File: config.mk
export PLATFORM = sky130hd
export DESIGN_NAME = orb_word_arbiter
export DESIGN_NICKNAME = d
export VERILOG_FILES = /design/src/rtl/orb_pkg.sv /design/src/rtl/orb_req_sync.sv /design/src/rtl/orb_word_arbiter.sv
export SDC_FILE = /design/constraint.sdc
export NUM_CORES = 1
export LEC_CHECK = 0
export BUFFER_PORTS_ARGS = -buffer_cell sky130_fd_sc_hd__buf_2
export CORE_MARGIN = 1
export CORE_UTILIZATION = 58
export DETAILED_ROUTE_END_ITERATION = 7
export GPL_TIMING_DRIVEN = 0
export PLACE_DENSITY_LB_ADDON = 0.05
export SLEW_MARGIN = 40
export SYNTH_ARGS = -nofsm -noshare
export SYNTH_HDL_FRONTEND = slang
export SYNTH_HIERARCHICAL = 1
export SYNTH_SLANG_ARGS = --single-unit
File: constraint.sdc
create_clock -name clk -period 9.68 [get_ports clk]
set_clock_uncertainty 0.15 [all_clocks]
set_input_delay 0.968 -clock clk [delete_from_list [all_inputs] [get_ports clk]]
set_output_delay 0.968 -clock clk [all_outputs]
set_load 0.005 [all_outputs]
File: src/rtl/orb_pkg.sv
// Shared constants and FSM encoding for the orbit word arbiter.
package orb_pkg;

    localparam int ORB_N_CH    = 5;
    localparam int ORB_WORD_W  = 12;
    localparam int ORB_ADDR_W  = 11;
    localparam int ORB_CH_W    = 3;
    localparam int ORB_MEM_LAT = 2;

    localparam int CH_M16 = 0;
    localparam int CH_M8  = 1;
    localparam int CH_M4  = 2;
    localparam int CH_M2  = 3;
    localparam int CH_M1  = 4;

    typedef enum logic [0:0] {
        ST_IDLE  = 1'b0,
        ST_ISSUE = 1'b1
    } orb_state_e;

endpackage

File: src/rtl/orb_req_sync.sv
// Brings one former read-enable into the clk domain and flags its rising edge.
module orb_req_sync (
    input  logic clk,
    input  logic reset,
    input  logic reqAsync_i,
    output logic rise_o
);

    logic meta_q;
    logic sync_q;
    logic last_q;

    // Two-flop synchroniser followed by a delayed copy for edge detection.
    always_ff @(posedge clk) begin
        if (reset) begin
            meta_q <= 1'b0;
            sync_q <= 1'b0;
            last_q <= 1'b0;
        end else begin
            meta_q <= reqAsync_i;
            sync_q <= meta_q;
            last_q <= sync_q;
        end
    end

    assign rise_o = sync_q & ~last_q;

endmodule

File: src/rtl/orb_word_arbiter.sv
// Round-robin sharing of one word store among the frame formers, with a
// fixed-latency return path into per-channel holding registers.
module orb_word_arbiter
    import orb_pkg::*;
#(
    parameter int N_CH    = ORB_N_CH,
    parameter int ADDR_W  = ORB_ADDR_W,
    parameter int WORD_W  = ORB_WORD_W,
    parameter int MEM_LAT = ORB_MEM_LAT
) (
    input  logic                       clk,
    input  logic                       reset,
    input  logic [N_CH-1:0]            iChEn,
    input  logic [N_CH-1:0]            iReq,
    input  logic [N_CH*ADDR_W-1:0]     iAddr,
    output logic                       oMemRd,
    output logic [ORB_CH_W+ADDR_W-1:0] oMemAddr,
    input  logic [WORD_W-1:0]          iMemData,
    output logic [N_CH*WORD_W-1:0]     oWord,
    output logic [N_CH-1:0]            oWordVld,
    output logic [N_CH-1:0]            oOverrun
);

    logic [N_CH-1:0]     reqRise;
    logic [N_CH-1:0]     reqMask;
    logic [N_CH-1:0]     pend_q, pend_d;
    logic [N_CH-1:0]     ovr_q, ovr_d;
    logic [N_CH-1:0]     wordVld_q, wordVld_d;
    logic [ADDR_W-1:0]   addr_q [N_CH];
    logic [ADDR_W-1:0]   addr_d [N_CH];
    logic [WORD_W-1:0]   word_q [N_CH];
    logic [WORD_W-1:0]   word_d [N_CH];
    orb_state_e          state_q, state_d;
    logic [ORB_CH_W-1:0] ptr_q, ptr_d;
    logic [ORB_CH_W-1:0] grantIdx;
    logic                grantVld;
    logic [ORB_CH_W:0]   scanIdx;
    logic [MEM_LAT-1:0]  pipeVld_q;
    logic [ORB_CH_W-1:0] pipeTag_q [MEM_LAT];

    for (genvar g = 0; g < N_CH; g++) begin : gSync
        orb_req_sync uSync (
            .clk        (clk),
            .reset      (reset),
            .reqAsync_i (iReq[g]),
            .rise_o     (reqRise[g])
        );
        assign oWord[g*WORD_W +: WORD_W] = word_q[g];
    end

    // Pick the first enabled pending channel at or after the pointer, wrapping.
    always_comb begin
        reqMask  = pend_q & iChEn;
        grantIdx = '0;
        grantVld = 1'b0;
        scanIdx  = '0;
        for (int k = 0; k < N_CH; k++) begin
            scanIdx = {1'b0, ptr_q} + (ORB_CH_W+1)'(k);
            if (scanIdx >= (ORB_CH_W+1)'(N_CH)) begin
                scanIdx = scanIdx - (ORB_CH_W+1)'(N_CH);
            end
            if (!grantVld && reqMask[scanIdx[ORB_CH_W-1:0]]) begin
                grantVld = 1'b1;
                grantIdx = scanIdx[ORB_CH_W-1:0];
            end
        end
        grantVld = grantVld && (state_q == ST_ISSUE) && !reset;
    end

    // Pending/address/overrun update; a new edge beats a same-cycle grant.
    always_comb begin
        pend_d = pend_q;
        ovr_d  = ovr_q;
        addr_d = addr_q;
        ptr_d  = ptr_q;
        if (grantVld) begin
            pend_d[grantIdx] = 1'b0;
            ptr_d = (grantIdx == ORB_CH_W'(N_CH-1)) ? '0 : grantIdx + 1'b1;
        end
        for (int i = 0; i < N_CH; i++) begin
            if (!iChEn[i]) begin
                pend_d[i] = 1'b0;
            end else if (reqRise[i]) begin
                if (pend_q[i] && !(grantVld && grantIdx == ORB_CH_W'(i))) begin
                    ovr_d[i] = 1'b1;
                end
                pend_d[i] = 1'b1;
                addr_d[i] = iAddr[i*ADDR_W +: ADDR_W];
            end
        end
    end

    // Arbiter FSM: wait in IDLE for work, issue one read per cycle in ISSUE.
    always_comb begin
        state_d = state_q;
        case (state_q)
            ST_IDLE:  state_d = (|pend_q) ? ST_ISSUE : ST_IDLE;
            ST_ISSUE: state_d = (|pend_d) ? ST_ISSUE : ST_IDLE;
            default:  state_d = ST_IDLE;
        endcase
    end

    // Land the returning word in the tagged channel's holding register.
    always_comb begin
        word_d    = word_q;
        wordVld_d = '0;
        if (pipeVld_q[MEM_LAT-1]) begin
            word_d[pipeTag_q[MEM_LAT-1]]    = iMemData;
            wordVld_d[pipeTag_q[MEM_LAT-1]] = 1'b1;
        end
    end

    // Arbitration and request state registers.
    always_ff @(posedge clk) begin
        if (reset) begin
            state_q <= ST_IDLE;
            ptr_q   <= '0;
            pend_q  <= '0;
            ovr_q   <= '0;
            for (int i = 0; i < N_CH; i++) begin
                addr_q[i] <= '0;
            end
        end else begin
            state_q <= state_d;
            ptr_q   <= ptr_d;
            pend_q  <= pend_d;
            ovr_q   <= ovr_d;
            addr_q  <= addr_d;
        end
    end

    // Return pipeline tracks which channel each in-flight read belongs to.
    always_ff @(posedge clk) begin
        if (reset) begin
            pipeVld_q <= '0;
            for (int k = 0; k < MEM_LAT; k++) begin
                pipeTag_q[k] <= '0;
            end
        end else begin
            pipeVld_q[0] <= grantVld;
            pipeTag_q[0] <= grantIdx;
            for (int k = 1; k < MEM_LAT; k++) begin
                pipeVld_q[k] <= pipeVld_q[k-1];
                pipeTag_q[k] <= pipeTag_q[k-1];
            end
        end
    end

    // Holding registers and their update strobes.
    always_ff @(posedge clk) begin
        if (reset) begin
            wordVld_q <= '0;
            for (int i = 0; i < N_CH; i++) begin
                word_q[i] <= '0;
            end
        end else begin
            wordVld_q <= wordVld_d;
            word_q    <= word_d;
        end
    end

    assign oMemRd   = grantVld;
    assign oMemAddr = grantVld ? {grantIdx, addr_q[grantIdx]} : '0;
    assign oWordVld = wordVld_q;
    assign oOverrun = ovr_q;

endmodule

==> summary.md <==
| Metric | Value |
|---|---|
| Critical path capture point type | output port |
| Post-synth top area share | 44.9% |
| Nets | 1178 |
| TritonRoute pass-1 iters | 8 |
| Pin count of the biggest net entering global routing | 17 |
| Dpl hpwl | 14400 µm |
| Die Wd | 112 µm |
| Reg2reg start | ptr_q[1] |
| Hold Violations, Final | 0 |
| Core Rows | 39 |
| Cell taking the most area after synthesis | dfxtp_1 |
| First-pass GRT wire length | 31200 µm |
| Period minus WS final | 6.27 ns |
| Gr usage total | 31.9% |
| Root buffer selected by CTS | clkbuf_16 |
| Required time of the critical path | 8.56 ns |
| Worst Hold Class | reg2reg |
| RSZ-0062 raised after global routing | false |
| Htree depth | 4 |
| Antenna fix cells | 0 |
| Mapped Cells | 904 |
| Actual slew at the worst max-slew pin | 0.750 ns |
| Final WL | 19700 µm |
| Total power | 1.44 mW |
| Layout area overhead | 23.0% |
| CTS max path bufs | 2 |
| Mapped Area | 0.00700 mm² |
| Max-slew violations | 0 |
| Synth top area cells | dfxtp_1 (45%), nand2_1 (15%), a21oi_1 (10%) |
| Seq/Total Area, Yosys | 44.9% |
| Via Count | just under 7000 |
| Critical Path Fanout Max | 10 |
| Top cells by count, synth | nand2_1 (285), dfxtp_1 (157), a21oi_1 (144) |
| Final Wtd Congestion | 0.942 |
| Syn Nets | 996 |
| Predominant post-synthesis flop cell | dfxtp_1 |
| Violated checks | DRC |
| Initial Util | 60.3% |
| Clock buffer count from CTS | 17 |
| Via/cell ratio | 5.60 |
| TritonCTS sink count | 157 |
| Final setup vio count | 0 |
| CP arrival | 5.15 ns |
| Grt ovf | 0 |
| Count leader, synth | nand2_1 |
| DRT iter0 DRCs | 571 |
| Worst hold start | pipeTag_q[0][2] |
| Post-DRT Antenna Nets | 0 |
| Non-Filler Instances | around 1200 |
| Post-CTS Resized | 0 |
| #FFs+latches synth | 157 |
| Library cells used by synthesis | 66 |
| Drt drc | 9 |
| Pwr Density | 167 mW/mm² |
| Slew HR | between 40% and 50% |
| Setup Buffers After CTS | 0 |
| Buffers on Ports | about 160 |
| Number of synthesis warnings | 6 |
| I/O pin total | 164 |
| Area of the core | 0.0116 mm² |
| CTS tree | done |
| CP Launch Type | flip-flop |
| Critical path type | reg2out |
| Final Cycle Share | 64.8% |
| FFs w/ async S/R, synth | 0% |
| Layout Utilization | approximately three quarters |
| Reg clk slew, reported paths | 0.07 ns |
| Routed len/inst | 15.9 µm |
| Maximum VDD drop | between 0.1 and 0.15 mV |
| Vias in the first global route | 6307 |
| Setup TNS | 0 ns |
| Lkg Pwr | 3.59 nW |
| Fmax | 0.160 GHz |
| Chip height | about 110 µm |
| Layout cell share with drive strength beyond 1 | 21.0% |
| Placed insts | about 1200 |
| Syn Area/Cell | 7.75 µm² |
| Die area | about 0.013 mm² |
| Clk_lat worst skew | 0.43 ns |
| EDFF count, synth | 0 |
| Number of max-cap violations | 0 |
| Fin Hold WS | about 0.28 ns |
| Status | finished, violations left |
| Hold_buf cts | 0 |
| Crit. Startpoint | ptr_q[1] |
| Initial antenna violation count | 0 |
-- cell type report --
type	count	area [µm²]
multi-input combinational	681	3570
sequential	157	3140
fill	955	3000
timing repair buffer	163	816
clock buffer	19	443
buffer	54	244
tap	143	179
clock inverter	13	175
inverter	12	46.3
-- critical path, cell delays in order (launching register included) --
cell and delay (ns):
dfxtp_1 0.43, clkbuf_1 0.42, inv_1 0.25, ha_1 0.25, ha_1 0.33, clkbuf_1 0.40
o22ai_1 0.20, nor3_1 0.55, nor3_4 0.14, and4_4 0.22, a221o_2 0.44, clkinv_2 0.10
buf_8 0.15, buf_6 0.16, a21oi_1 0.08, o22ai_1 0.26, and3_1 0.22, buf_2 0.12
-- kinds of logic after synthesis --
group	synth area share [%]
buffers and inverters	4.14
flip-flops	44.9
AND/OR/NAND/NOR	27.9
AO/OA/AOI/OAI	18.3
multiplexers	2.00
adder cells (fa/ha/maj)	2.43
XOR/XNOR	0.250
-- stage by stage --
| step | cell area [µm²] | worst slack (ns) |
|---|---|---|
| after global placement | 8000 | 4.05 |
| final | 8620 | 3.41 |
| after detailed placement | 8000 | 4.00 |
| after floorplan | 7000 | 4.96 |
| after global routing | 8620 | 3.13 |
| after CTS | 8620 | 3.52 |
-- routing by layer --
metal,vias up,track usage (%),share of wire [%]
li1,3433,-,-
met1,3164,41.1,43
met2,310,53.3,47
met3,48,5.66,6.9
met4,0,12.3,2.4
met5,-,0,0
-- state kept, by name, indices dropped and copies added, names as in the netlist --
register and flops:
pipeVld_q 2, ptr_q 3, gSync.uSync/last_q 5, oWordVld 5, gSync.uSync/meta_q 5, addr_q 55, gSync.uSync/sync_q 5, pend_q 5
oOverrun 5, state_q 1, pipeTag_q 6, oWord 60
-- where the power goes --
part,internal [mW],switching (mW)
sequential,0.655,0.00478
combinational,0.0303,0.0519
clock,0.419,0.280
total,1.10,0.336
-- placed cells by master (no fill, tap or decap), types with 5 or more instances in the layout --
master | synthesis | layout
inv_1 | 7 | 7
a31oi_1 | 10 | 10
nor2b_2 | 5 | 5
a211oi_1 | 5 | 5
nor2b_1 | 24 | 24
and3_1 | 11 | 11
nor3_1 | 17 | 17
dfxtp_1 | 157 | 157
clkbuf_16 | 0 | 17
nand3_1 | 21 | 21
nor2_1 | 39 | 39
a21o_1 | 5 | 5
nand2b_1 | 7 | 7
mux2i_1 | 14 | 14
nand2_1 | 285 | 285
a21oi_1 | 144 | 144
and2_1 | 9 | 9
o22ai_1 | 12 | 12
clkbuf_1 | 43 | 44
o211ai_1 | 7 | 7
ha_1 | 12 | 12
buf_2 | 3 | 166
-- final timing paths --
path                                         to  slack (ns)  cells after the start
worst max-delay path                oMemAddr[1]        3.41                     17
worst min register to register  pipeTag_q[0][5]        0.28                      1
worst max register to register         ptr_q[2]        4.49                     15
worst min-delay path            pipeTag_q[0][5]        0.28                      1
Power figures use the tool's default switching activity.
